==> src/rtl/soc_pkg.sv <==
// Shared definitions for the load strobe front end: FSM state encoding and
// synchronizer depth.
package soc_pkg;

  typedef enum logic [2:0] {
    IDLE         = 3'd0,
    PRESS_WAIT   = 3'd1,
    STROBE       = 3'd2,
    HELD         = 3'd3,
    RELEASE_WAIT = 3'd4
  } state_t;

  localparam int SYNC_STAGES = 2;

endpackage

==> src/rtl/sync_2ff.sv <==
// Multi-bit flop-chain synchronizer for asynchronous board inputs.
// Latency: SYNC_STAGES clock cycles.
// Reset loads RST_VAL into every stage so downstream logic sees a defined value.
module sync_2ff
  import soc_pkg::*;
#(
  parameter int               WIDTH   = 1,
  parameter logic [WIDTH-1:0] RST_VAL = '0
) (
  input  logic             clk,
  input  logic             rst,
  input  logic [WIDTH-1:0] d,
  output logic [WIDTH-1:0] q
);

  logic [WIDTH-1:0] stage [SYNC_STAGES];

  // Shift the raw input through the flop chain; each bit is synchronized independently.
  always_ff @(posedge clk or posedge rst) begin
    if (rst) begin
      for (int i = 0; i < SYNC_STAGES; i++) stage[i] <= RST_VAL;
    end else begin
      stage[0] <= d;
      for (int i = 1; i < SYNC_STAGES; i++) stage[i] <= stage[i-1];
    end
  end

  assign q = stage[SYNC_STAGES-1];

endmodule

==> src/rtl/load_strobe_gen.sv <==
// Pushbutton-to-load-strobe converter: synchronize, debounce, capture switches,
// emit one one-hot Load pulse per press to a round-robin selected register.
// Macro LOAD_STROBE_DEBOUNCE_EN enables debounce; without it key edges act immediately.
module load_strobe_gen
  import soc_pkg::*;
#(
  parameter int DATA_W          = 4,
  parameter int NUM_REGS        = 4,
  parameter int DEBOUNCE_CYCLES = 16
) (
  input  logic                        Clock,
  input  logic                        Reset,
  input  logic                        KeyN,
  input  logic [DATA_W-1:0]           Switches,
  output logic [DATA_W-1:0]           DataOut,
  output logic [NUM_REGS-1:0]         Load,
  output logic [$clog2(NUM_REGS)-1:0] SelIndex,
  output logic                        Busy
);

  localparam int SEL_W = $clog2(NUM_REGS);
  localparam logic [SEL_W-1:0] SEL_LAST = SEL_W'(NUM_REGS - 1);

  logic              key_s;
  logic [DATA_W-1:0] sw_s;
  state_t            state;

`ifdef LOAD_STROBE_DEBOUNCE_EN
  localparam int CNT_W = $clog2(DEBOUNCE_CYCLES + 1);
  localparam logic [CNT_W-1:0] CNT_LAST = CNT_W'(DEBOUNCE_CYCLES - 1);
  logic [CNT_W-1:0] cnt;
`endif

  // Key idles released (1) so reset never looks like a press.
  sync_2ff #(.WIDTH(1), .RST_VAL(1'b1)) u_key_sync (
    .clk (Clock),
    .rst (Reset),
    .d   (KeyN),
    .q   (key_s)
  );

  sync_2ff #(.WIDTH(DATA_W), .RST_VAL('0)) u_sw_sync (
    .clk (Clock),
    .rst (Reset),
    .d   (Switches),
    .q   (sw_s)
  );

  // Press/release FSM with registered outputs. DataOut is captured on the edge
  // entering STROBE; Load is registered from STROBE, so it rises one cycle after
  // the capture, and SelIndex advances on that same edge (pulse uses old index).
  always_ff @(posedge Clock or posedge Reset) begin
    if (Reset) begin
      state    <= IDLE;
      DataOut  <= '0;
      Load     <= '0;
      SelIndex <= '0;
      Busy     <= 1'b0;
`ifdef LOAD_STROBE_DEBOUNCE_EN
      cnt      <= '0;
`endif
    end else begin
      Load <= '0;
      case (state)
        IDLE: begin
          if (!key_s) begin
            Busy <= 1'b1;
`ifdef LOAD_STROBE_DEBOUNCE_EN
            state <= PRESS_WAIT;
            cnt   <= '0;
`else
            DataOut <= sw_s;
            state   <= STROBE;
`endif
          end
        end

`ifdef LOAD_STROBE_DEBOUNCE_EN
        PRESS_WAIT: begin
          if (key_s) begin
            state <= IDLE;
            Busy  <= 1'b0;
            cnt   <= '0;
          end else if (cnt == CNT_LAST) begin
            DataOut <= sw_s;
            state   <= STROBE;
            cnt     <= '0;
          end else begin
            cnt <= cnt + 1'b1;
          end
        end
`endif

        STROBE: begin
          Load     <= NUM_REGS'(1) << SelIndex;
          SelIndex <= (SelIndex == SEL_LAST) ? '0 : SelIndex + 1'b1;
          state    <= HELD;
        end

        HELD: begin
          if (key_s) begin
`ifdef LOAD_STROBE_DEBOUNCE_EN
            state <= RELEASE_WAIT;
            cnt   <= '0;
`else
            state <= IDLE;
            Busy  <= 1'b0;
`endif
          end
        end

`ifdef LOAD_STROBE_DEBOUNCE_EN
        RELEASE_WAIT: begin
          if (!key_s) begin
            state <= HELD;
            cnt   <= '0;
          end else if (cnt == CNT_LAST) begin
            state <= IDLE;
            Busy  <= 1'b0;
            cnt   <= '0;
          end else begin
            cnt <= cnt + 1'b1;
          end
        end
`endif

        default: begin
          state <= IDLE;
          Busy  <= 1'b0;
        end
      endcase
    end
  end

endmodule

==> config.mk <==
export PLATFORM = sky130hd
export DESIGN_NAME = load_strobe_gen
export DESIGN_NICKNAME = d
export VERILOG_FILES = /design/src/rtl/soc_pkg.sv /design/src/rtl/sync_2ff.sv /design/src/rtl/load_strobe_gen.sv
export SDC_FILE = /design/constraint.sdc
export NUM_CORES = 1
export LEC_CHECK = 0
export ABC_AREA = 1
export BUFFER_PORTS_ARGS = -buffer_cell sky130_fd_sc_hd__buf_2
export CAP_MARGIN = 15
export CORE_AREA = 2 2 46 48
export DETAILED_ROUTE_END_ITERATION = 8
export DIE_AREA = 0 0 48 50
export GPL_TIMING_DRIVEN = 0
export PLACE_DENSITY = 0.63
export SYNTH_ARGS = -nofsm -noshare
export SYNTH_HDL_FRONTEND = slang
export SYNTH_SLANG_ARGS = --single-unit
==> constraint.sdc <==
create_clock -name Clock -period 2.2 [get_ports Clock]
set_clock_uncertainty 0.05 [all_clocks]
set_input_delay 0.44 -clock Clock [delete_from_list [all_inputs] [get_ports Clock]]
set_output_delay 0.44 -clock Clock [all_outputs]
set_load 0.1 [all_outputs]
==> results_dict.tcl <==
set metrics [dict create \
    status "finished clean" \
    antenna_found_initial 0 \
    post-place-cells 113 \
    first_pass_iters 3 \
    fillers 190 \
    drt_first_iter_violations 3 \
    fin_tns_setup_ns 0 \
    setup_viol 0 \
    grt_pass1_wl_um 1700 \
    min-delay-path-class "in -> reg" \
    multi_input_area_um2 189 \
    fin_crit_sh 0.754 \
    cts_resized 0 \
    maxCapViolations 0 \
    slowest_delay_ns 0.45 \
    worstSetupStartpointType "flop" \
    fp.dieH_um 50 \
    yosys_warnings 0 \
    regArea_um2 578 \
    ys_seq_elements 23 \
    dieArea_mm2 0.00240 \
    yosysSeqAreaShare 0.715 \
    postSynthAreaPerCell_um2 11.7 \
    ant_nets 0 \
    max_slew_margin 0.462 \
    ff2ff_setup_slack_ns 1.10 \
    cts_made_buffers 3 \
    grt_max_degree 24 \
    syn_nets 80 \
    cp_cell_sequence "buf_2" \
    core_mm2 0.00190 \
    clock_latency_ns 0.29 \
    crit_type "reg -> out" \
    fin_nets 102 \
    critPathArrivalTime_ns 1.17 \
    grt_pass1_vias 443 \
    worst_pin_slew_ns 0.806 \
    fin_cells 117 \
    start_util 0.425 \
    syn_to_final_growth_pct 18.1 \
    gr-usage-all-layers 0.104 \
    rows 16 \
    end_kind "primary output" \
    cp.required_ns 1.71 \
    netlist_area_um2 808 \
    drive_above_1_share 0.289 \
    cts_hold_buf 0 \
    finalHoldViolCount 0 \
    fin_crit_ns 1.66 \
    crit_family "buffers and inverters" \
    routed_wl_um 963 \
    via_per_inst 4.07 \
    clk_root_buffer_cell "clkbuf_4" \
    cts.sinks 23 \
    synthCells 69 \
    synth_cell_types 11 \
    timing.fmax_mhz 603 \
    drc 0 \
    die_x_um 48 \
    cts_max_path_buffers 2 \
    place_congestion 0.701 \
    cts_tree "done" \
    cp_num_buf_inv 1 \
    vias 476 \
    cp_max_fo 5 \
    avgRoutedWirePerCell_um 8.23 \
    crit_slowest_cell "buf_2" \
    rsz0062_at_grt "false" \
    path_clk_slew_ns 0.11 \
    ios 18 \
    post_cts_buffers 0 \
    diodes 0 \
    drv_slew 0 \
    portBuffers 17 \
    htree_num_levels 1 \
    overflow 0 \
]
==> cells in the mapped netlist <==
master   instances  area, um^2
o21ai_1          1        5.00
o21ai_0          1        5.00
nand2_2          2        12.5
nand3_1          6        30.0
nor2_1           4        15.0
inv_1           11        41.3
dfstp_2          2        52.6
nor2_4           1        11.3
nand2_1         16        60.1
ha_1             4        50.1
dfrtp_1         21         526
==> per-stage QoR <==
step	hold slack (ns)	setup slack (ns)	utilization	instance area (um^2)
2_1_floorplan	0.281	0.450	-	808
3_3_place_gp	0.283	0.880	0.488	927
3_5_place_dp	0.286	0.871	0.488	927
4_1_cts	0.163	0.521	0.502	955
5_1_grt	0.141	0.461	0.502	955
6_report	0.178	0.541	0.502	955
==> flip-flops by register name, indices dropped and copies added, names as in the netlist <==
| register | flops |
|---|---|
| Load | 4 |
| u_key_sync.q | 1 |
| u_key_sync.stage | 1 |
| DataOut | 4 |
| u_sw_sync.q | 4 |
| SelIndex | 2 |
| state | 2 |
| Busy | 1 |
| u_sw_sync.stage | 4 |
==> layout make-up <==
cell class	count	share of cell area
Sequential cell	23	0.606
Clock inverter	1	0.00524
Tap cell	27	0.0354
Clock buffer	3	0.0236
Timing Repair Buffer	17	0.0891
Multi-Input combinational cell	35	0.198
Inverter	11	0.0433
==> per-layer routing <==
metal / up-vias / global-route usage / share of wire
met1: 216 / 0.114 / 0.47
met5: - / 0 / 0
met2: 11 / 0.156 / 0.49
met4: 0 / 0.0676 / 0
li1: 249 / - / -
met3: 0 / 0.0440 / 0.035
==> placed cells by master, fill, tap and decap left out <==
master,instances
clkbuf_4,3
nor2_1,4
ha_1,4
o21ai_1,1
o21ai_0,1
dfrtp_1,21
clkinv_2,1
nand3_1,6
dfstp_2,2
nor2_4,1
inv_1,11
nand2_1,16
buf_2,17
nand2_2,2
==> path summary, 6_finish.rpt <==
kind,from,to,cells past startpoint
max in group asynchronous,Reset,u_sw_sync.q[3],2
min in group asynchronous,Reset,SelIndex[1],2
setup reg to reg,SelIndex[0],SelIndex[1],4
hold / removal,KeyN,u_key_sync.stage[1],1
setup / recovery,SelIndex[0],SelIndex[0],1
hold reg to reg,u_sw_sync.stage[5],u_sw_sync.q[1],0
==> cells by family after synthesis <==
kind of cell	after synthesis	synth area share
flip-flops	23	0.715
buffers and inverters	11	0.0511
AO/OA/AOI/OAI	2	0.0124
adder cells (fa/ha/maj)	4	0.0619
AND/OR/NAND/NOR	29	0.159
Power is left out: the tool's default activity adds up to more than one toggle a clock period on the data nets, which glitch-free logic cannot reach.
